==> config.mk <==
export PLATFORM = sky130hd
export DESIGN_NAME = vga_scan_gen
export DESIGN_NICKNAME = d
export VERILOG_FILES = /design/src/rtl/vga_scan_gen.sv
export SDC_FILE = /design/constraint.sdc
export NUM_CORES = 1
export LEC_CHECK = 0
export BUFFER_PORTS_ARGS = -buffer_cell sky130_fd_sc_hd__buf_2
export CAP_MARGIN = 25
export CORE_ASPECT_RATIO = 0.5
export CORE_MARGIN = 8
export CORE_UTILIZATION = 25
export CTS_BUF_LIST = sky130_fd_sc_hd__clkbuf_8
export DETAILED_ROUTE_END_ITERATION = 12
export PLACE_DENSITY = 0.39
export SETUP_SLACK_MARGIN = 0.4
export SYNTH_ARGS = -nofsm -noshare
export SYNTH_HDL_FRONTEND = slang
export SYNTH_SLANG_ARGS = --single-unit
export TNS_END_PERCENT = 5
==> constraint.sdc <==
create_clock -name clk -period 6 [get_ports clk]
set_clock_uncertainty 0.05 [all_clocks]
set_input_delay 0 -clock clk [delete_from_list [all_inputs] [get_ports clk]]
set_output_delay 0 -clock clk [all_outputs]
set_load 0.02 [all_outputs]
==> src/rtl/vga_scan_gen.sv <==
// vga_scan_gen: VGA-style raster timing generator.
// A prescaler sets the pixel rate. Horizontal and vertical counters walk the
// full raster. Sync, valid and frame-buffer address are decoded combinationally
// from those counters. Mirror requests are latched once per frame, so a frame
// always uses one mirror setting from start to end.
module vga_scan_gen #(
  parameter int H_ACTIVE    = 640,
  parameter int H_FP        = 16,
  parameter int H_SYNC      = 96,
  parameter int H_BP        = 48,
  parameter int V_ACTIVE    = 480,
  parameter int V_FP        = 10,
  parameter int V_SYNC      = 2,
  parameter int V_BP        = 33,
  parameter int CLK_DIV     = 4,
  parameter bit SYNC_POL    = 1'b0,
  parameter int SCALE_SHIFT = 1,
  parameter int CW          = 10,
  parameter int AW          = 17
) (
  input  logic          clk,
  input  logic          rst,
  input  logic          hmir,
  input  logic          vmir,
  output logic          pix_ce,
  output logic [CW-1:0] h_cnt,
  output logic [CW-1:0] v_cnt,
  output logic          hsync,
  output logic          vsync,
  output logic          valid,
  output logic [AW-1:0] pix_addr,
  output logic          line_start,
  output logic          frame_start
);

  localparam int H_TOTAL = H_ACTIVE + H_FP + H_SYNC + H_BP;
  localparam int V_TOTAL = V_ACTIVE + V_FP + V_SYNC + V_BP;

  localparam logic [CW-1:0] H_LAST     = CW'(H_TOTAL - 1);
  localparam logic [CW-1:0] V_LAST     = CW'(V_TOTAL - 1);
  localparam logic [CW-1:0] H_ACT      = CW'(H_ACTIVE);
  localparam logic [CW-1:0] V_ACT      = CW'(V_ACTIVE);
  localparam logic [CW-1:0] H_ACT_M1   = CW'(H_ACTIVE - 1);
  localparam logic [CW-1:0] V_ACT_M1   = CW'(V_ACTIVE - 1);
  localparam logic [CW-1:0] H_SYNC_BEG = CW'(H_ACTIVE + H_FP);
  localparam logic [CW-1:0] H_SYNC_END = CW'(H_ACTIVE + H_FP + H_SYNC);
  localparam logic [CW-1:0] V_SYNC_BEG = CW'(V_ACTIVE + V_FP);
  localparam logic [CW-1:0] V_SYNC_END = CW'(V_ACTIVE + V_FP + V_SYNC);
  localparam logic [31:0]   LINE_WORDS = 32'(H_ACTIVE >> SCALE_SHIFT);

  logic          pix_ce_s;
  logic [CW-1:0] h_cnt_r;
  logic [CW-1:0] v_cnt_r;
  logic          hm_q;
  logic          vm_q;
  logic          line_start_r;
  logic          frame_start_r;
  logic          h_wrap_s;
  logic          f_wrap_s;
  logic          valid_s;
  logic          hsync_s;
  logic          vsync_s;
  logic [CW-1:0] mx_s;
  logic [CW-1:0] my_s;
  logic [31:0]   addr_full_s;
  logic [AW-1:0] pix_addr_s;

  // Half-open window test lo <= c < hi, shared by both sync decodes.
  function automatic logic in_window(input logic [CW-1:0] c,
                                     input logic [CW-1:0] lo,
                                     input logic [CW-1:0] hi);
    return (c >= lo) && (c < hi);
  endfunction

  if (CLK_DIV > 1) begin : g_presc
    localparam int PW = $clog2(CLK_DIV);
    localparam logic [PW-1:0] PRESC_LAST = PW'(CLK_DIV - 1);
    logic [PW-1:0] presc_r;

    // Pixel-rate prescaler: counts 0..CLK_DIV-1 and wraps.
    always_ff @(posedge clk) begin
      if (rst) begin
        presc_r <= '0;
      end else if (presc_r == PRESC_LAST) begin
        presc_r <= '0;
      end else begin
        presc_r <= presc_r + PW'(1);
      end
    end

    assign pix_ce_s = (presc_r == PRESC_LAST);
  end else begin : g_nopresc
    // One pixel per clock: the strobe is permanently high.
    assign pix_ce_s = 1'b1;
  end

  assign h_wrap_s = pix_ce_s && (h_cnt_r == H_LAST);
  assign f_wrap_s = h_wrap_s && (v_cnt_r == V_LAST);

  // Raster counters: advance on the pixel strobe, with the line wrap stepping the row.
  always_ff @(posedge clk) begin
    if (rst) begin
      h_cnt_r <= '0;
      v_cnt_r <= '0;
    end else if (pix_ce_s) begin
      if (h_cnt_r == H_LAST) begin
        h_cnt_r <= '0;
        if (v_cnt_r == V_LAST) begin
          v_cnt_r <= '0;
        end else begin
          v_cnt_r <= v_cnt_r + CW'(1);
        end
      end else begin
        h_cnt_r <= h_cnt_r + CW'(1);
      end
    end
  end

  // Line/frame start pulses and per-frame mirror latch, all keyed to the wrap edge.
  always_ff @(posedge clk) begin
    if (rst) begin
      line_start_r  <= 1'b0;
      frame_start_r <= 1'b0;
      hm_q          <= 1'b0;
      vm_q          <= 1'b0;
    end else begin
      line_start_r  <= h_wrap_s;
      frame_start_r <= f_wrap_s;
      if (f_wrap_s) begin
        hm_q <= hmir;
        vm_q <= vmir;
      end
    end
  end

  // Zero-latency decode of sync, active region and mirrored frame-buffer address.
  always_comb begin
    hsync_s     = in_window(h_cnt_r, H_SYNC_BEG, H_SYNC_END) ? SYNC_POL : ~SYNC_POL;
    vsync_s     = in_window(v_cnt_r, V_SYNC_BEG, V_SYNC_END) ? SYNC_POL : ~SYNC_POL;
    valid_s     = (h_cnt_r < H_ACT) && (v_cnt_r < V_ACT);
    mx_s        = hm_q ? (H_ACT_M1 - h_cnt_r) : h_cnt_r;
    my_s        = vm_q ? (V_ACT_M1 - v_cnt_r) : v_cnt_r;
    addr_full_s = 32'(my_s >> SCALE_SHIFT) * LINE_WORDS + 32'(mx_s >> SCALE_SHIFT);
    if (valid_s) begin
      pix_addr_s = AW'(addr_full_s);
    end else begin
      pix_addr_s = '0;
    end
  end

  assign pix_ce      = pix_ce_s;
  assign h_cnt       = h_cnt_r;
  assign v_cnt       = v_cnt_r;
  assign hsync       = hsync_s;
  assign vsync       = vsync_s;
  assign valid       = valid_s;
  assign pix_addr    = pix_addr_s;
  assign line_start  = line_start_r;
  assign frame_start = frame_start_r;

endmodule

==> results.sh <==
export IMPL_status="completed"
export IMPL_relSlewSlack_pct=50.4
export IMPL_clockBufferDepth=2
export IMPL_final_antenna_net_count=0
export IMPL_fin_crit_ns=3.45
export IMPL_place_area_sq_um=2550
export IMPL_post_cts_resized=0
export IMPL_die_h_microns=83.2
export IMPL_grt_overflow=0
export IMPL_fin_crit_sh_pct=57.4
export IMPL_setup_worst_path_end_class="output pin"
export IMPL_drc=0
export IMPL_dr_pass1_iters=4
export IMPL_final_cell_mix="buf_2 (46), nor2_1 (36), dfxtp_1 (26)"
export IMPL_synth_seq_cells=26
export IMPL_wl_met1_microns=2800
export IMPL_design_area_sq_um=2650
export IMPL_grt_antenna_before_repair=0
export IMPL_die_w_microns=150
export IMPL_min_path_type="in -> reg"
export IMPL_met2WireLength_microns=2600
export IMPL_top_layer="met4"
export IMPL_cts_buffers=3
export IMPL_dr_wl_met3_microns=115
export IMPL_synthArstFlopShare_pct=0
export IMPL_finalSetupViolCount=0
export IMPL_required_ns=5.95
export IMPL_grt_max_degree=20
export IMPL_drtIter0Drc=98
export IMPL_crit_arrival_ns=3.40
export IMPL_setup_slack_ns=2.55
export IMPL_pin_count=47
export IMPL_slew_violations=0
export IMPL_via_count=1939
export IMPL_p_per_area_nw_per_um2=128
export IMPL_clock_latency_ns=0.27
export IMPL_netlist_instances=274
export IMPL_post_place_ws_ns=2.85
export IMPL_crit_path_max_fanout=9
export IMPL_layout_commonest_cell="buf_2"
export IMPL_vias_per_cell=4.54
export IMPL_area_growth_syn_to_layout_pct=17.1
export IMPL_critical_path_class="reg -> out"
export IMPL_cts_root_buf="clkbuf_8"
export IMPL_synth_cell_types=50
export IMPL_placed_cells=421
export IMPL_wire_per_inst_microns=13.0
export IMPL_rsz0062_at_grt="no"
export IMPL_routed_wl_microns=5540
export IMPL_row_count=24
export IMPL_fin_hold_ws_ns=0.0598
export IMPL_port_buffers=46
export IMPL_die_area_sq_um=12500
export IMPL_syn_area_per_cell_sq_um=8.25
export IMPL_drive_above_1_share_pct=22.9
export IMPL_grt_pass1_vias=1955
export IMPL_synth_edff_count=0
export IMPL_yosysSeqAreaShare_pct=23.0
export IMPL_fin_tns_setup_ns=0
export IMPL_diodes=0
export IMPL_cp_start_kind="register"
export IMPL_maxCapViolCount=0
export IMPL_gp_congestion=0.725
export IMPL_synth_cell_area_sq_um=2260
export IMPL_nNetsFinal=340
export IMPL_hpwl_microns=4400
export IMPL_fp_coreArea_sq_um=8740
export IMPL_htreeDepth=1
export IMPL_cts_tree="done"
export IMPL_grtUsageTotal_pct=9.08
export IMPL_yosysWarnings=0
export IMPL_worst_slew_pin_transition_ns=0.738
export IMPL_max_freq_mhz=290
export IMPL_clkSlewWorstSetupHoldPaths_ns=0.10
export IMPL_synth_ff_type="dfxtp_1"
export IMPL_leakagePower_nw=1.25
export IMPL_syn_nets=303
export IMPL_fin_cells=427
export IMPL_grt_pass1_wl_microns=9640
export IMPL_cts_sinks=26
export IMPL_start_util_pct=25.9
export IMPL_final_hold_violation_count=0
export IMPL_ir_drop_uv=82.7
==> through the flow <==
stage	power, mW	utilization (%)
floorplan	0.190	-
global route	0.356	30.3
finish	0.339	30.3
detailed placement	0.193	29.2
global placement	0.193	29.2
CTS	0.344	30.3
==> logic make-up after synthesis <==
kind of cell    after synthesis  synth area share, %
flops                        26                 23.0
buf+inv                      29                 5.81
mux                           3                 1.33
xor+xnor                     40                 15.8
fa+ha+maj                    25                 14.5
compound gates               32                 9.52
simple gates                119                 30.0
==> flip-flops by register name, indices dropped and copies added, names as in the netlist <==
signal           flops
v_cnt               10
vm_q                 1
g_presc.presc_r      2
hm_q                 1
frame_start          1
h_cnt               10
line_start           1
==> final cells by class <==
cell class	count	area (sq um)
timing repair buffer	48	250
inverter	13	48.8
sequential	26	520
clock inverter	1	30.0
clock buffer	3	41.3
tap	117	146
fill	953	6090
multi-input combinational	219	1610
==> Yosys cell counts (all sizes together), types with 3 or more instances <==
master   n  area, sq um
a211o    3         26.3
a211oi   3         27.5
a21oi   10         50.1
and2     4         25.0
and3     4         25.0
buf      9         56.3
clkbuf   7         26.3
dfxtp   26          521
ha      23          288
inv     13         48.8
mux2i    3         30.0
nand2   15         56.3
nand3    5         25.0
nand4   13          109
nor2    43          179
nor2b    7         43.8
nor3    13         70.1
nor4     3         48.8
o21ai    9         45.0
xnor2   17          149
xor2    23          209
==> metal layers <==
| metal | up-vias | track usage (%) |
|---|---|---|
| met4 | 0 | 1.62 |
| li1 | 1004 | - |
| met5 | - | 0 |
| met2 | 18 | 15.2 |
| met3 | 2 | 1.62 |
| met1 | 915 | 11.9 |
==> path summary, 6_finish.rpt <==
kind / from / to / slack [ns] / cells after the start
worst max-delay path: v_cnt[5] / pix_addr[16] / 2.55 / 11
worst min register to register: g_presc.presc_r[0] / g_presc.presc_r[0] / 0.38 / 1
worst min-delay path: rst / line_start / 0.06 / 2
worst max register to register: g_presc.presc_r[0] / v_cnt[9] / 3.62 / 7
==> report_power, final <==
part           switching, mW  internal, mW
Sequential           0.00163         0.175
Clock                 0.0595        0.0893
Combinational        0.00792       0.00541
Total                 0.0690         0.270
==> what timing repair did <==
| action | CTS | global route |
|---|---|---|
| buffers inserted | 0 | 0 |
| hold buffers | 2 | 0 |
| hold endpoints to repair | 2 | 0 |
==> worst max-delay path, stage by stage (launching register included) <==
cell and delay, ns:
dfxtp_1 0.52, ha_1 0.27, nand4_1 0.13, xnor2_1 0.26
ha_1 0.28, ha_1 0.41, or3b_1 0.38, o211ai_2 0.22
nand4_2 0.12, o211ai_1 0.17, nor3b_2 0.17, buf_2 0.19
Note: power is estimated with default switching activity, not from simulation.
